File: src/rtl/uart_tx_engine.sv
// UART transmit engine: byte FIFO feeding a start/data/parity/stop serializer.
// Frame configuration is captured when each frame starts.
module uart_tx_engine #(
  parameter int p_fifo_depth = 4
) (
  input  logic        i_clk,
  input  logic        i_rst,
  input  logic [7:0]  i_data,
  input  logic        i_data_valid,
  input  logic        i_tx_en,
  input  logic [15:0] i_baudrate,
  input  logic        i_parity,
  input  logic        i_nb_stop_bits,
  output logic        o_tx_full,
  output logic        o_tx_empty,
  output logic        o_tx_busy,
  output logic        o_tx
);

  localparam int AW = (p_fifo_depth > 1) ? $clog2(p_fifo_depth) : 1;
  localparam int CW = AW + 1;

  typedef enum logic [2:0] {
    IDLE,
    START,
    DATA,
    PARITY,
    STOP
  } state_t;

  state_t state_q, state_d;

  logic [7:0]    mem_q [p_fifo_depth];
  logic [AW-1:0] wr_ptr_q;
  logic [AW-1:0] rd_ptr_q;
  logic [CW-1:0] cnt_q, cnt_d;
  logic          push;
  logic          pop;
  logic [7:0]    head;

  logic [7:0]  shift_q, shift_d;
  logic        par_q, par_d;
  logic [2:0]  bit_q, bit_d;
  logic [15:0] baud_cnt_q, baud_cnt_d;
  logic [15:0] baud_q, baud_d;
  logic        par_en_q, par_en_d;
  logic        stop2_q, stop2_d;
  logic        tx_q, tx_d;
  logic        bit_end;
  logic        can_start;
  logic        load;

  assign o_tx_full  = (cnt_q == CW'(p_fifo_depth));
  assign o_tx_empty = (cnt_q == '0);
  assign o_tx_busy  = (state_q != IDLE);
  assign o_tx       = tx_q;

  // Full is taken from the registered count, so a same-cycle pop never frees a slot.
  assign push      = i_data_valid & ~o_tx_full;
  assign head      = mem_q[rd_ptr_q];
  assign bit_end   = (baud_cnt_q == 16'd0);
  assign can_start = i_tx_en & ~o_tx_empty;
  assign cnt_d     = cnt_q + CW'(push) - CW'(pop);

  always_comb begin
    state_d    = state_q;
    shift_d    = shift_q;
    par_d      = par_q;
    bit_d      = bit_q;
    baud_d     = baud_q;
    par_en_d   = par_en_q;
    stop2_d    = stop2_q;
    tx_d       = tx_q;
    baud_cnt_d = bit_end ? baud_q : baud_cnt_q - 16'd1;
    load       = 1'b0;
    pop        = 1'b0;

    unique case (state_q)
      IDLE: begin
        baud_cnt_d = '0;
        tx_d       = 1'b1;
        load       = can_start;
      end
      START: begin
        if (bit_end) begin
          state_d = DATA;
          tx_d    = shift_q[0];
          shift_d = shift_q >> 1;
          bit_d   = '0;
        end
      end
      DATA: begin
        if (bit_end) begin
          if (bit_q == 3'd7) begin
            state_d = par_en_q ? PARITY : STOP;
            tx_d    = par_en_q ? par_q : 1'b1;
            bit_d   = '0;
          end else begin
            tx_d    = shift_q[0];
            shift_d = shift_q >> 1;
            bit_d   = bit_q + 3'd1;
          end
        end
      end
      PARITY: begin
        if (bit_end) begin
          state_d = STOP;
          tx_d    = 1'b1;
          bit_d   = '0;
        end
      end
      STOP: begin
        if (bit_end) begin
          if (stop2_q && bit_q == 3'd0) begin
            bit_d = 3'd1;
          end else if (can_start) begin
            load = 1'b1;
          end else begin
            state_d    = IDLE;
            tx_d       = 1'b1;
            bit_d      = '0;
            baud_cnt_d = '0;
          end
        end
      end
      default: begin
        state_d = IDLE;
        tx_d    = 1'b1;
      end
    endcase

    // Frame start: pop the head byte and capture this frame's configuration.
    if (load) begin
      pop        = 1'b1;
      state_d    = START;
      tx_d       = 1'b0;
      shift_d    = head;
      par_d      = ^head;
      bit_d      = '0;
      baud_d     = i_baudrate;
      baud_cnt_d = i_baudrate;
      par_en_d   = i_parity;
      stop2_d    = i_nb_stop_bits;
    end
  end

  always_ff @(posedge i_clk) begin
    if (push && !i_rst) begin
      mem_q[wr_ptr_q] <= i_data;
    end
  end

  always_ff @(posedge i_clk) begin
    if (i_rst) begin
      state_q    <= IDLE;
      wr_ptr_q   <= '0;
      rd_ptr_q   <= '0;
      cnt_q      <= '0;
      shift_q    <= '0;
      par_q      <= 1'b0;
      bit_q      <= '0;
      baud_cnt_q <= '0;
      baud_q     <= '0;
      par_en_q   <= 1'b0;
      stop2_q    <= 1'b0;
      tx_q       <= 1'b1;
    end else begin
      state_q    <= state_d;
      cnt_q      <= cnt_d;
      shift_q    <= shift_d;
      par_q      <= par_d;
      bit_q      <= bit_d;
      baud_cnt_q <= baud_cnt_d;
      baud_q     <= baud_d;
      par_en_q   <= par_en_d;
      stop2_q    <= stop2_d;
      tx_q       <= tx_d;
      if (push) begin
        wr_ptr_q <= wr_ptr_q + AW'(1);
      end
      if (pop) begin
        rd_ptr_q <= rd_ptr_q + AW'(1);
      end
    end
  end

endmodule

File: config.mk
export PLATFORM = sky130hd
export DESIGN_NAME = uart_tx_engine
export DESIGN_NICKNAME = d
export VERILOG_FILES = /design/src/rtl/uart_tx_engine.sv
export SDC_FILE = /design/constraint.sdc
export NUM_CORES = 1
export LEC_CHECK = 0
export CAP_MARGIN = 20
export CORE_AREA = 2 2 67 117
export CTS_CLUSTER_DIAMETER = 30
export DETAILED_ROUTE_END_ITERATION = 6
export DIE_AREA = 0 0 69 119
export MAX_ROUTING_LAYER = met4
export PLACE_DENSITY = 0.83
export RECOVER_POWER = 100
export REMOVE_ABC_BUFFERS = 1
export SLEW_MARGIN = 20
export SYNTH_ARGS = -nofsm -noshare
export SYNTH_HDL_FRONTEND = slang
export SYNTH_SLANG_ARGS = --single-unit
File: constraint.sdc
create_clock -name i_clk -period 6.7 [get_ports i_clk]
set_clock_uncertainty 0.15 [all_clocks]
set_input_delay 1.34 -clock i_clk [delete_from_list [all_inputs] [get_ports i_clk]]
set_output_delay 1.34 -clock i_clk [all_outputs]
set_load 0.05 [all_outputs]
# Word level (Yosys, flattened, before mapping)
# Memories as Yosys holds them, arrays and structs flattened. A register that Yosys moved wholly into a read port is not among the register bits.
# Cells that the tools add are included.
# word_totals
register_bits,57
ram_bits,32
word_cells,113
mem_count,1
# op_classes
n_addsub,6
n_eq_ne,24
n_mux,46
n_bitwise,5
reduce_logical,18
# memory_table
memory,depth,word_bits,rd,rd_clocked_by_memory_dff,wr,line,source
mem_q,4,8,1,1,1,33,logic [7:0] mem_q [p_fifo_depth];
# ops
op,count
$mux 16,5
$mux 3,13
$mux 8,4
$pmux 16 s2,1
$ne 3x3->1 const B,9
$logic_not 16->1,1
$mux 1,16
$ne 2x2->1 const B,8
$pmux 8 s2,1
$reduce_and 8->1,2
$sub 16x1->16 const B,1
$pmux 3 s5,1
$eq 3x3->1 const B,3
$logic_not 3->1,3
$pmux 3 s3,1
$reduce_bool 3->1,3
$reduce_xor 8->1,1
$eq 3x2->1 const B,2
$reduce_and 6->1,1
$reduce_and 5->1,1
$add 2x1->2 const B,2
$mux 2,2
$pmux 1 s4,1
$reduce_and 4->1,1
11 further kinds,16

# Longest topological paths before layout
# Gate-level depths: netlist of the first run.
# logic_depth
depth_word,10
ltp_mapped,16

# Worst setup path before layout of the first run
# OpenSTA, ideal clock, no wires.
# synth_path
path_kind,input port to flip-flop
startpoint,input i_tx_en
endpoint,register cnt_q[2]
setup_ps,128
t_arrival_ps,3234
required_time_ps,6422
slack_ps,3189
path_stages,14
cell_sequence,o31ai_1 nor3_1 nand2_1 inv_2 buf_4 buf_2 ha_1 inv_1 ha_1 inv_1 fa_1 xor2_1 xnor2_1 nor2_1
# synth_via
elab_chain_cells,7
# synth_rtl
item,line,source
"start, declared",10,"input logic i_tx_en,"
$and 1x1->1 (*),62,assign can_start = i_tx_en & ~o_tx_empty;
$mux 1,116,end else if (can_start) begin
$mux 1,114,if (stop2_q && bit_q == 3'd0) begin
$mux 1,113,if (bit_end) begin
$pmux 1 s2 (*),78,unique case (state_q)
net load,51,logic load;
$mux 1 (*),133,if (load) begin
$sub 3x1->3 (*),63,assign cnt_d = cnt_q + CW'(push) - CW'(pop);
"end signal, assigned",169,cnt_q <= cnt_d;
"end, declared",36,"logic [CW-1:0] cnt_q, cnt_d;"
# The timed path passes the listed nets; every way through them passes the cells marked *.
# A chain may end at the register's enable or synchronous reset.

# Worst setup path in the final report of the first run
# layout_path
startpoint,input i_tx_en
endpoint,register baud_cnt_q[7]
# layout_via
elab_chain_cells,6
# layout_rtl
item,line,source
$and 1x1->1 (*),62,
$mux 16 or $mux 1 (tied branches),116,
$mux 16 or $mux 1 (tied branches),114,
$mux 16 or $mux 1 (tied branches),113,
$pmux 16 s2 or $pmux 1 s2 (tied branches),78,
$mux 16 (*),133,
"end signal, assigned",173,baud_cnt_q <= baud_cnt_d;
"end, declared",44,"logic [15:0] baud_cnt_q, baud_cnt_d;"
# Every way passes the cells marked *; elsewhere a longest branch is shown, timed or not.

==> flow_summary.rst, run 1 <==
.. list-table::
   :header-rows: 1

   * - Metric
     - Value
   * - I/O Pins
     - 34
   * - Reg2Reg Depth
     - 7
   * - Cell types with the largest area share after synthesis
     - dfxtp_1, edfxtp_1, mux4_2
   * - Post-route fraction of the period consumed by the critical path
     - 64.22%
   * - Global-route wire length before repair
     - 14.32 mm
   * - Synth unique cells
     - 54
   * - Register bit count reported by yosys
     - 91
   * - Post-synth top area share
     - 27.93%
   * - R2R setup slack
     - 2760 ps
   * - Hold Fails Final Rpt
     - 0
   * - H-tree lvl count
     - 3
   * - Total global routing overflow
     - 0
   * - Highest cell delay on the worst timing path
     - ~1400 ps
   * - Setup repair bufs after CTS
     - 0
   * - Data required time at the worst endpoint
     - 6820 ps
   * - Number of fill cells
     - 600
   * - Routed via count divided by cell count
     - 6.002
   * - Category of the critical setup timing path
     - input port to flip-flop
   * - Total of max-cap violations
     - 2
   * - Area growth from synthesis to final layout
     - 13.93%
   * - Fraction of the yosys area taken by sequential cells
     - 50.65%
   * - FF+latch area
     - 2142 um^2
   * - Final WS setup
     - about 2400 ps
   * - Clock slew at reported path FFs
     - around 70 ps
   * - Multiplexer area fraction after synthesis
     - under 10%
   * - Total of buffers placed on input and output ports
     - 33
   * - Number of nets with antenna violations after detailed routing
     - 0
   * - Type of element launching the critical path
     - input port
   * - Xor and xnor fraction of the mapped netlist area
     - 5.178%
   * - Async SR Flop Fraction
     - 0%
   * - Type of the most critical hold path
     - flip-flop to flip-flop
   * - Smallest hold slack
     - 307.9 ps
   * - Count of standard-cell rows
     - 42
   * - Mapped Avg Cell Area
     - 10.82 um^2
   * - Outcome
     - finished with violations
   * - Vias
     - 3049
   * - Cell depth of the worst hold path
     - 2
   * - Largest delay contributor family on the critical path
     - simple AND/OR/NAND/NOR gates
   * - # nets final
     - 457
   * - Arrival time worst endpoint
     - 4420 ps
   * - Detailed-router iteration count before antenna repair
     - 5
   * - Clock latency on the worst-skew pair
     - 340 ps
   * - Worst path cell trace
     - dlygate4sd3_1, o31ai_1, nor3_1, nand2_1, clkbuf_1, nor2_1, o2bb2ai_1
   * - TritonCTS clock tree
     - yes
   * - Least-Margin Pin Slew
     - around 1700 ps
   * - HPWL after DPL
     - 5.969 mm
   * - Inserted Diodes
     - 0
   * - Slowest cell on the critical path
     - nor2_1
   * - Dominant cell type by area after synthesis
     - dfxtp_1
   * - Clock buffers created by TritonCTS
     - 9
   * - Wire length reported by the detailed router
     - 8.687 mm
   * - Place WS
     - 2942 ps
   * - Minimum clock period
     - 4303 ps
   * - Crit end category
     - flip-flop
   * - Via count of the first global-routing pass
     - 3100
   * - Initial Utilization
     - 57.48%
   * - Vertical extent of the die
     - 119 um
   * - Post-synthesis compound-gate area fraction
     - roughly 16%
   * - Instance area after placement
     - 4563 um^2
   * - Cell chosen for the clock root
     - clkbuf_16
   * - Share of layout cells above drive strength 1
     - 10.00%
   * - Average wire length per cell after detail routing
     - 17.10 um
   * - Number of enable-type register cells in the synthesized netlist
     - 32
   * - Core area
     - between 7000 and 8000 um^2
   * - Placer Congestion
     - 0.8153
   * - Combinational family with the most area after synthesis
     - compound AO/OA/AOI/OAI gates
   * - Synthesized netlist cell count
     - 391
   * - Yosys warning total
     - 0
   * - Final sum of negative setup slack
     - 0 ps
   * - Synthesized-area fraction occupied by and/or/nand/nor cells
     - 15.27%
   * - Buffers from clock root to sink, at most
     - 2
   * - Maximum vdd ir drop
     - 219.8 uV
   * - Total stage count of the critical path
     - 7
   * - DIE AREA
     - 8211 um^2
   * - 1st-iter DRT viols
     - 239
   * - Overall power consumption
     - 2.707 mW
   * - Pin count of the biggest net entering global routing
     - 47
   * - Dominant register cell in the synthesized netlist
     - dfxtp_1
   * - Combined buffer and inverter count along the critical path
     - 2
   * - Power density cells
     - ~560 nW/um^2
   * - Post-detailed-route DRC marker count
     - 0
   * - Unrepaired setup endpoints after global routing
     - no
   * - Area of all placed cells without fillers
     - between 4000 and 5000 um^2
   * - Initial antenna violation count
     - 0
   * - Multi-input gate area
     - 1903 um^2
   * - Most frequent cells in the layout
     - dfxtp_1, nand2_1, a21oi_1, edfxtp_1, nor2_1
   * - Hold bufs inserted after CTS
     - 0
   * - Width of the chip
     - 69 um
   * - Total setup violations reported at the end of the flow
     - 0
   * - Critical path fanouts, max
     - 28
   * - Overall global routing resource usage
     - between 20% and 30%
   * - Static Leakage
     - 1.704 nW
   * - Max-Slew Margin vs Limit
     - -16.21%
   * - Area of the mapped netlist
     - 4229 um^2
   * - Failing checks
     - capacitance limit, slew limit
   * - Total of cells resized after clock tree synthesis
     - 0
   * - Total count of max-transition violations in the final report
     - 55
   * - CTS sink count
     - between 90 and 100
   * - Synthesized-area fraction occupied by adder cells
     - 3.728%
   * - Max Clk Rate
     - 0.2324 GHz
   * - Leading cell type in the layout, fill and taps excluded
     - dfxtp_1
==> cells in the mapped netlist (all sizes together), types with 2 or more instances <==
master / n
a211oi: 3
a31oi: 3
inv: 14
a21oi: 35
xor2: 11
mux2i: 2
dfxtp: 59
or4: 4
nand3b: 2
nor3: 11
or3: 4
nand3: 10
and2: 5
mux4: 8
o31ai: 3
nand4: 2
edfxtp: 32
xnor2: 14
o21ai: 4
ha: 11
a22oi: 22
o2bb2ai: 16
clkbuf: 11
nand2b: 3
nor2: 23
buf: 12
nor4: 7
nor2b: 2
a31o: 2
nand2: 45
==> power by group <==
group	leakage (nW)	internal [mW]	switching [mW]
combinational	0.810	0.573	0.840
clock	0.123	0.251	0.210
sequential	0.772	0.700	0.132
==> registers in the layout, summed over array words and instances (netlist names), named ones only <==
name	count
baud_cnt_q	16
baud_q	16
bit_q	3
cnt_q	3
mem_q	32
o_tx	1
par_en_q	1
par_q	1
rd_ptr_q	2
shift_q	8
state_q	3
stop2_q	1
wr_ptr_q	2
==> cell families after synthesis <==
logic type,after synthesis
AND/OR/NAND/NOR,123
AO/OA/AOI/OAI,93
flip-flops,91
buffers and inverters,37
XOR/XNOR,25
adder cells (fa/ha/maj),12
multiplexers,10
==> metrics by stage <==
step	std cells	util [%]
CTS	508	65.70
global route	508	65.49
finish	508	65.49
global placement	492	62.02
detailed placement	492	62.02
floorplan	368	-
==> layout make-up <==
class | count | share of cell area, %
flip-flops and latches | 91 | 44.46
multi-input cells | 263 | 39.50
repair buffers | 36 | 7.063
clock buffers | 10 | 4.752
well taps | 88 | 2.285
inverters | 14 | 1.091
clock inverters | 6 | 0.8569
==> worst reg2reg max path, cell delays in order, from the launching register on <==
cell       delay, ps
dfxtp_1          350
or4_4            580
nor4b_4          380
a31o_1           200
nand2_1           60
clkbuf_1         540
nor2_1          1380
o2bb2ai_1        210
==> worst paths after layout <==
path                                      from             to
worst max-delay path                   i_tx_en  baud_cnt_q[7]
worst min-delay path                baud_q[15]     baud_q[15]
worst max register to register  baud_cnt_q[11]  baud_cnt_q[7]
worst min register to register      baud_q[15]     baud_q[15]
==> layer usage <==
layer  up-vias  track usage, %  share of wire, %
met2        87           40.87                56
met3        22           5.668               4.0
met4         0           12.25               3.1
met5         -               -                 0
met1      1472           22.15                37
li1       1468               -                 -
Note: power is estimated with default switching activity, not from simulation.
==> run 2, diff against run 1 <==
CORE_AREA = 2 2 72 125   (was 2 2 67 117)
DIE_AREA = 0 0 74 127   (was 0 0 69 119)
PLACE_DENSITY = 0.76   (was 0.83)
clock period = 3.6 ns   (was 6.7 ns; I/O delays follow)
==> run 2 against run 1 <==
The run now ends clean. Design area increased by 1.2%. Utilization decreased by 6.9 points. Power increased by 87%. Largest power group unchanged. Combinational power increased by 80%. Wire length decreased by 2.7%. Register-to-register slack got worse by 2300 ps. Highest routed layer unchanged.
==> flow_summary.rst, run 2 (synthesized netlist as in run 1, its figures left out) <==
.. list-table::
   :header-rows: 1

   * - Metric
     - Value
   * - Share of layout cells above drive strength 1
     - 9.501%
   * - Combinational fraction of design power
     - roughly half
   * - Vias
     - 2952
   * - Initial antenna violation count
     - 0
   * - Type of element launching the critical path
     - flip-flop
   * - Overall power consumption
     - ~5.1 mW
   * - Buffers from clock root to sink, at most
     - 2
   * - Post-layout instance count excluding filler cells
     - ~540
   * - Cell internal pwr
     - 2.903 mW
   * - Routed via count divided by cell count
     - ~5.5
   * - Initial Utilization
     - about half
   * - Via count of the first global-routing pass
     - between 3000 and 4000
   * - Critical path fanouts, max
     - 4
   * - Detailed-router iteration count before antenna repair
     - 4
   * - CTS sink count
     - 91
   * - Least-Margin Pin Slew
     - 815.3 ps
   * - Average wire length per cell after detail routing
     - between 15 and 20 um
   * - Cell chosen for the clock root
     - clkbuf_16
   * - Clock latency on the worst-skew pair
     - 340 ps
   * - Cell seen most often among critical-path stages
     - inv_1
   * - Post-detailed-route DRC marker count
     - 0
   * - Top flop regs
     - mem_q (32), baud_cnt_q (16), baud_q (16)
   * - Worst path cell trace
     - or4_1, nor4b_4, a31o_1, nand2_1, inv_1, ha_1, inv_1, ha_1, inv_1, fa_1, xor2_1, xnor2_1, nor2_1
   * - Category of the critical setup timing path
     - flip-flop to flip-flop
   * - Number of nets with antenna violations after detailed routing
     - 0
   * - FF+latch area
     - 2142 um^2
   * - Sequential share of power
     - 30.4%
   * - Total global routing overflow
     - 0
   * - Switching fraction of total power
     - around 43%
   * - Total count of max-transition violations in the final report
     - 0
   * - Clock slew at reported path FFs
     - 70 ps
   * - Total of cells resized after clock tree synthesis
     - 0
   * - Static Leakage
     - 1.734 nW
   * - 1st-iter DRT viols
     - 139
   * - Setup repair bufs after CTS
     - 0
   * - Number of fill cells
     - slightly above 700
   * - Register with the most flip-flops
     - mem_q
   * - Unrepaired setup endpoints after global routing
     - no
   * - Leading cell type in the layout, fill and taps excluded
     - dfxtp_1
   * - Width of the chip
     - about 74 um
   * - Type of the most critical hold path
     - flip-flop to flip-flop
   * - Inserted Diodes
     - 0
   * - TritonCTS clock tree
     - yes
   * - Vertical extent of the die
     - 127 um
   * - Placer Congestion
     - 0.8875
   * - I/O Pins
     - 34
   * - Area growth from synthesis to final layout
     - 15.27%
   * - Global-route wire length before repair
     - 14.22 mm
   * - Count of standard-cell rows
     - 44
   * - Most frequent cells in the layout
     - dfxtp_1, nand2_1, a21oi_1, edfxtp_1
   * - Total of buffers placed on input and output ports
     - 33
   * - Maximum vdd ir drop
     - 567.1 uV
   * - Arrival time worst endpoint
     - 3210 ps
   * - Crit end category
     - flip-flop
   * - Clock share of power
     - 19.4%
   * - Wire length reported by the detailed router
     - 8.454 mm
   * - Clock buffers created by TritonCTS
     - 9
   * - # nets final
     - 458
   * - HPWL after DPL
     - between 5 and 6 mm
   * - Highest cell delay on the worst timing path
     - roughly 630 ps
   * - Multi-input gate area
     - 1867 um^2
   * - Total of max-cap violations
     - 0
   * - Hold Fails Final Rpt
     - 0
   * - Core area
     - 8313 um^2
   * - Minimum clock period
     - 3140 ps
   * - Hold bufs inserted after CTS
     - 0
   * - Place WS
     - 414.8 ps
   * - Total placed cells including tap cells
     - 520
   * - Max-Slew Margin vs Limit
     - between 40% and 50%
   * - Data required time at the worst endpoint
     - 3670 ps
   * - Pin count of the biggest net entering global routing
     - 38
   * - Max Clk Rate
     - 0.3184 GHz
   * - Switching power total
     - around 2.2 mW
   * - Post-route fraction of the period consumed by the critical path
     - 87.23%
   * - Final WS setup
     - 459.6 ps
   * - Max FFs per register
     - 32
   * - DIE AREA
     - 9398 um^2
   * - H-tree lvl count
     - 3
   * - Slowest cell on the critical path
     - or4_1
   * - Outcome
     - finished clean
   * - Total setup violations reported at the end of the flow
     - 0
   * - Power density cells
     - 1038 nW/um^2
   * - Overall global routing resource usage
     - about 20%
run 2: cell types whose count changed in the layout (fill, tap and decap cells not counted), moves of 2 or more:
cell | before | now
o2bb2ai_1 | 9 | 15
o2bb2ai_2 | 7 | 1
clkbuf_1 | 3 | 0
buf_4 | 1 | 3
inv_6 | 1 | 3
run 2: final timing paths:
check	startpoint	endpoint	slack, ps	depth (start not counted)
max	baud_cnt_q[11]	cnt_q[2]	460	13
min	baud_q[0]	baud_q[0]	310	2
max reg2reg	baud_cnt_q[11]	cnt_q[2]	460	13
min reg2reg	baud_q[0]	baud_q[0]	310	2
run 2: area by class of cell:
| type | instances | area share, % |
|---|---|---|
| clock buffers | 9 | 4.620 |
| flip-flops and latches | 91 | 43.94 |
| clock inverters | 7 | 1.874 |
| inverters | 14 | 1.078 |
| repair buffers | 37 | 7.238 |
| multi-input cells | 263 | 38.30 |
| well taps | 115 | 2.952 |
run 2: metal layers:
metal | track usage (%) | part of all wire, % | wire, um | vias up
met3 | 4.732 | 3.2 | 269 | 10
met1 | 21.56 | 38 | 3200 | 1417
met4 | 8.984 | 1.5 | 131 | 0
met5 | - | 0 | 0 | -
met2 | 35.35 | 57 | 4853 | 55
li1 | - | - | - | 1470
run 2: power groups by stage:
stage	logic [mW]	registers, mW	clock network, mW
6_report	2.54	1.54	0.980
5_1_grt	2.83	1.58	1.05
4_1_cts	2.64	1.54	1.01
3_5_place_dp	2.63	1.56	0
3_3_place_gp	2.57	1.55	0
2_1_floorplan	2.04	1.52	0
run 2: stage by stage:
step / area, um^2 / hold slack, ps / util, % / setup TNS (ps)
after detailed placement: 4604 / 296.9 / 55.39 / 0
after global routing: 4875 / 329.7 / 58.64 / 0
after global placement: 4604 / 292.5 / 55.39 / 0
after CTS: 4921 / 306.6 / 59.20 / 0
final: 4875 / 307.6 / 58.64 / 0
after floorplan: 4105 / 280.0 / - / -187.6
run 2: critical path: cells and delay by family (launching register included):
family	cells	cell delay, ps
AND/OR/NAND/NOR	4	1080
adder cells (fa/ha/maj)	3	740
flip-flops	1	340
XOR/XNOR	2	340
buffers and inverters	3	190
AO/OA/AOI/OAI	1	180
